File: src/rtl/uart_pkg.sv
// rtl/uart_pkg.sv - shared UART state encoding and framing constants
package uart_pkg;

    // Receiver/transmitter frame states
    typedef enum logic [2:0] {
        ST_IDLE      = 3'd0,
        ST_START     = 3'd1,
        ST_DATA      = 3'd2,
        ST_STOP      = 3'd3,
        ST_WAIT_HIGH = 3'd4
    } uart_state_t;

    // Ticks per bit; fixed, the bit timing of the whole link depends on it
    localparam int OVERSAMPLE = 16;
    // Payload bits per 8N1 frame
    localparam int DATA_BITS  = 8;
    // Tick on which the start bit is re-checked (centre of the start bit)
    localparam int MID_TICK   = 8;

endpackage

File: src/rtl/uart_baud_tick.sv
// rtl/uart_baud_tick.sv - free-running oversample tick generator with synchronous clear
module uart_baud_tick #(
    parameter int TICK_DIV = 81
) (
    input  logic clk,
    input  logic reset,
    input  logic clear,
    output logic tick
);

    localparam int CW = (TICK_DIV > 1) ? $clog2(TICK_DIV) : 1;

    logic [CW-1:0] count;

    // Count 0..TICK_DIV-1; the tick is registered so it lands one cycle after the wrap count
    always_ff @(posedge clk or posedge reset) begin
        if (reset) begin
            count <= '0;
            tick  <= 1'b0;
        end else if (clear) begin
            count <= '0;
            tick  <= 1'b0;
        end else if (count == CW'(TICK_DIV - 1)) begin
            count <= '0;
            tick  <= 1'b1;
        end else begin
            count <= count + CW'(1);
            tick  <= 1'b0;
        end
    end

endmodule

File: src/rtl/uart_rx.sv
// rtl/uart_rx.sv - 8N1 receiver with 16x oversampling and one-entry holding register
module uart_rx
    import uart_pkg::*;
#(
    parameter int TICK_DIV = 81
) (
    input  logic       clk,
    input  logic       reset,
    input  logic       uartRxPin,
    input  logic       readAck,
    output logic [7:0] rxData,
    output logic       dataAvailable,
    output logic       framingError,
    output logic       overrun,
    output logic       rxBusy
);

    logic        sync_meta;
    logic        rxSync;
    uart_state_t state;
    logic        tick;
    logic        tick_clear;
    logic [3:0]  tick_cnt;
    logic [2:0]  bit_idx;
    logic [7:0]  shift_reg;

    // Two-flop synchronizer; idle-high so reset does not look like a start bit
    always_ff @(posedge clk or posedge reset) begin
        if (reset) begin
            sync_meta <= 1'b1;
            rxSync    <= 1'b1;
        end else begin
            sync_meta <= uartRxPin;
            rxSync    <= sync_meta;
        end
    end

    // Tick phase restarts from the cycle the frame begins
    assign tick_clear = (state == ST_IDLE) || (state == ST_WAIT_HIGH);

    uart_baud_tick #(
        .TICK_DIV (TICK_DIV)
    ) u_baud_tick (
        .clk   (clk),
        .reset (reset),
        .clear (tick_clear),
        .tick  (tick)
    );

    // Frame FSM, shift register and holding register with sticky status flags
    always_ff @(posedge clk or posedge reset) begin
        if (reset) begin
            state         <= ST_IDLE;
            tick_cnt      <= '0;
            bit_idx       <= '0;
            shift_reg     <= '0;
            rxData        <= '0;
            dataAvailable <= 1'b0;
            framingError  <= 1'b0;
            overrun       <= 1'b0;
            rxBusy        <= 1'b0;
        end else begin
            // Consumer acknowledge clears status; a same-cycle load below takes priority
            if (readAck) begin
                dataAvailable <= 1'b0;
                overrun       <= 1'b0;
                framingError  <= 1'b0;
            end

            case (state)
                ST_IDLE: begin
                    tick_cnt <= '0;
                    bit_idx  <= '0;
                    if (!rxSync) begin
                        state  <= ST_START;
                        rxBusy <= 1'b1;
                    end
                end

                ST_START: begin
                    if (tick) begin
                        if (tick_cnt == 4'(MID_TICK - 1)) begin
                            tick_cnt <= '0;
                            if (!rxSync) begin
                                state   <= ST_DATA;
                                bit_idx <= '0;
                            end else begin
                                // Line went back high before mid-bit: a glitch, not a frame
                                state  <= ST_IDLE;
                                rxBusy <= 1'b0;
                            end
                        end else begin
                            tick_cnt <= tick_cnt + 4'd1;
                        end
                    end
                end

                ST_DATA: begin
                    if (tick) begin
                        if (tick_cnt == 4'(OVERSAMPLE - 1)) begin
                            tick_cnt  <= '0;
                            shift_reg <= {rxSync, shift_reg[7:1]};
                            bit_idx   <= bit_idx + 3'd1;
                            if (bit_idx == 3'(DATA_BITS - 1)) begin
                                state <= ST_STOP;
                            end
                        end else begin
                            tick_cnt <= tick_cnt + 4'd1;
                        end
                    end
                end

                ST_STOP: begin
                    if (tick) begin
                        if (tick_cnt == 4'(OVERSAMPLE - 1)) begin
                            tick_cnt <= '0;
                            if (rxSync) begin
                                rxData        <= shift_reg;
                                dataAvailable <= 1'b1;
                                if (dataAvailable && !readAck) begin
                                    overrun <= 1'b1;
                                end
                                // Returning mid-stop-bit lets a slightly fast sender's next start through
                                state  <= ST_IDLE;
                                rxBusy <= 1'b0;
                            end else begin
                                framingError <= 1'b1;
                                state        <= ST_WAIT_HIGH;
                            end
                        end else begin
                            tick_cnt <= tick_cnt + 4'd1;
                        end
                    end
                end

                ST_WAIT_HIGH: begin
                    // A held-low break must not be mistaken for a new start bit
                    if (rxSync) begin
                        state  <= ST_IDLE;
                        rxBusy <= 1'b0;
                    end
                end

                default: begin
                    state  <= ST_IDLE;
                    rxBusy <= 1'b0;
                end
            endcase
        end
    end

endmodule

File: config.mk
export PLATFORM = sky130hd
export DESIGN_NAME = uart_rx
export DESIGN_NICKNAME = d
export VERILOG_FILES = /design/src/rtl/uart_pkg.sv /design/src/rtl/uart_baud_tick.sv /design/src/rtl/uart_rx.sv
export SDC_FILE = /design/constraint.sdc
export NUM_CORES = 1
export LEC_CHECK = 0
export BUFFER_PORTS_ARGS = -buffer_cell sky130_fd_sc_hd__clkbuf_2
export CORE_AREA = 2 2 65 67
export DETAILED_ROUTE_END_ITERATION = 6
export DIE_AREA = 0 0 67 69
export PLACE_DENSITY_LB_ADDON = 0.08
export SLEW_MARGIN = 20
export SYNTH_ARGS = -nofsm -noshare
export SYNTH_HDL_FRONTEND = slang
export SYNTH_SLANG_ARGS = --single-unit
File: constraint.sdc
create_clock -name clk -period 3.7 [get_ports clk]
set_clock_uncertainty 0.05 [all_clocks]
set_input_delay 0.555 -clock clk [delete_from_list [all_inputs] [get_ports clk]]
set_output_delay 0.555 -clock clk [all_outputs]
set_load 0.005 [all_outputs]
==> metrics.md <==
| Metric | Value |
|---|---|
| Outcome | `finished clean` |
| Storage cell area | `1003 sq um` |
| Layout cell share with drive strength beyond 1 | `0.2712` |
| Worst-Skew Late Latency | `290 ps` |
| Crit. End Element | `register` |
| P_leak | `1.023 nW` |
| Fin crit period | `1848 ps` |
| Routed len/inst | `14.51 um` |
| Synth unique cells | `47` |
| Max-Cap Viols | `0` |
| Die area | `4623 sq um` |
| Number of antenna violations at the first check in global routing | `0` |
| Synthesized flop and latch total | `40` |
| Antenna Nets Post-Route | `0` |
| Peak VDD IR | `0.0002902 V` |
| Port Buffer Count | `15` |
| Row count | `23` |
| Pin count of the biggest net entering global routing | `30` |
| Top-area cell type share of the netlist area | `0.5050` |
| Vias per inst | `5.568` |
| CTS Buf Count | `5` |
| Nets | `185` |
| Worst slew margin | `0.6072` |
| Root Buffer | `clkbuf_8` |
| Critical Path AT | `1970 ps` |
| Detailed Routing Iterations Pass 1 | `4` |
| Total gr overflow | `0` |
| Placer Congestion | `0.8206` |
| Main synth FF type | `dfrtp_1` |
| DRC | `0` |
| Post-DP HPWL | `2.342 mm` |
| CP Launch Type | `register` |
| Power density over the cells | `354.6 nW/um^2` |
| First-pass GRT wire length | `5.692 mm` |
| DIE WIDTH | `67 um` |
| Htree depth | `2` |
| RSZ-0062 raised after global routing | `false` |
| Top post-synthesis cells by count | `dfrtp_1, mux2_2, nor2_1` |
| Final setup viols | `0` |
| Routed WL | `3.293 mm` |
| Area Growth Syn to Fin | `9.169%` |
| Crit Path Class | `reg -> reg` |
| Worst-path fanout max | `15` |
| Fin Setup TNS | `0 ps` |
| Final Power | `729.0 uW` |
| Layout fillers | `368` |
| Worst slew pin tran | `588.4 ps` |
| Post-CTS sizing | `0` |
| Top-count cell post-synth | `dfrtp_1` |
| Fraction of registers with async set/reset | `1.000` |
| Via count | `1264` |
| Final Max Slew Viols | `0` |
| Worst Hold Class | `in -> async` |
| Clk slew on worst S/H paths | `80 ps` |
| Multi-input logic area | `788.3 sq um` |
| Drt first-iter violations | `122` |
| Setup Buffers After CTS | `0` |
| Synth Cell Area | `1883 sq um` |
| CP Data Required Time | `3820 ps` |
| Dominant cells by area after synthesis | `dfrtp_1, mux2_2, ha_1, dfstp_2, nor2_1` |
| Die Ht | `69 um` |
| TritonCTS Sinks | `40` |
| Final hold violation count | `0` |
| Clock buffer depth | `2` |
| EDFF count, synth | `0` |
| Post-synthesis sequential area ratio | `0.5329` |
| Crit share post-route | `0.4993` |
| N_diodes | `0` |
| Top cell type by total area after synthesis | `dfrtp_1` |
| Ports | `16` |
| Initial Utilization | `0.4811` |
| CTS tree | `built` |
| Vias in the first global route | `1224` |
| Fmax | `541.3 MHz` |
| Mean Syn Cell Area | `11.70 sq um` |
| Total GRT Usage | `0.1617` |
| Core box area | `3914 sq um` |
| Hold_buf cts | `0` |
| Syn. warnings | `0` |
| Post-Syn Nets | `170` |
| Synth Instances | `161` |
[report_power, final]
group | total, mW | switching [mW] | internal [mW]
Combinational | 0.0115 | 0.00903 | 0.00244
Clock | 0.277 | 0.145 | 0.132
Sequential | 0.441 | 0.00169 | 0.439
Total | 0.729 | 0.155 | 0.574
[metal layers]
layer / vias to the layer above / GRT usage / wire length (um)
met1: 602 / 0.2234 / 1571
met4: 0 / 0.06803 / 67
met3: 8 / 0.05220 / 188
met2: 46 / 0.2321 / 1466
li1: 608 / - / -
met5: - / 0 / 0
[layout by cell type (no fill, tap or decap), types with 3 or more instances in the layout]
cell type,netlist,routed
dfrtp_1,38,38
mux2_2,16,16
clkbuf_2,0,15
nor2_1,12,12
inv_1,10,9
o21ai_0,7,7
nand2_1,6,6
or3_1,6,6
nand3_1,5,5
ha_1,5,5
clkbuf_8,0,5
xor2_1,3,3
a21oi_1,3,3
nand4_1,3,3
o2bb2ai_1,3,3
[critical path: stages (launching register included)]
cell,delay [ps]
dfrtp_1,540
nand4b_4,310
nor3_4,420
mux2_2,400
[metrics by stage]
step | hold WS (ps) | cell area [sq um] | utilization | cells | worst slack (ps)
4_1_cts | 278.9 | 2056 | 0.5253 | 227 | 1838
3_5_place_dp | 297.2 | 1974 | 0.5045 | 219 | 1872
6_report | 256.7 | 2056 | 0.5253 | 227 | 1852
2_1_floorplan | 295.2 | 1883 | - | 161 | 2099
5_1_grt | 273.8 | 2056 | 0.5253 | 227 | 1731
3_3_place_gp | 296.1 | 1974 | 0.5045 | 219 | 1921
[cell families after synthesis]
family / after synthesis / share of synthesized area
simple gates: 45 / 0.1395
flops: 40 / 0.5329
compound gates: 32 / 0.1256
buf+inv: 18 / 0.04851
mux: 16 / 0.09568
fa+ha+maj: 6 / 0.03920
xor+xnor: 4 / 0.01861
[area by class of cell]
type                       instances  area share
inverter                          10     0.01826
sequential                        40      0.4881
clock inverter                     1    0.002435
timing repair buffer              16     0.04017
multi-input combinational        103      0.3834
tap                               50     0.03043
clock buffer                       7     0.03713
[path summary, 6_finish.rpt]
check / start / to / slack (ps) / cells after the start
max reg2reg: state[2] / shift_reg[3] / 1850 / 3
min reg2reg: sync_meta / rxSync / 310 / 0
min in group clk: uartRxPin / sync_meta / 290 / 1
max in group asynchronous: reset / u_baud_tick.count[4] / 2760 / 3
min: reset / state[2] / 260 / 2
max: state[2] / shift_reg[3] / 1850 / 3
No activity file was read; power rests on OpenSTA's default activity.
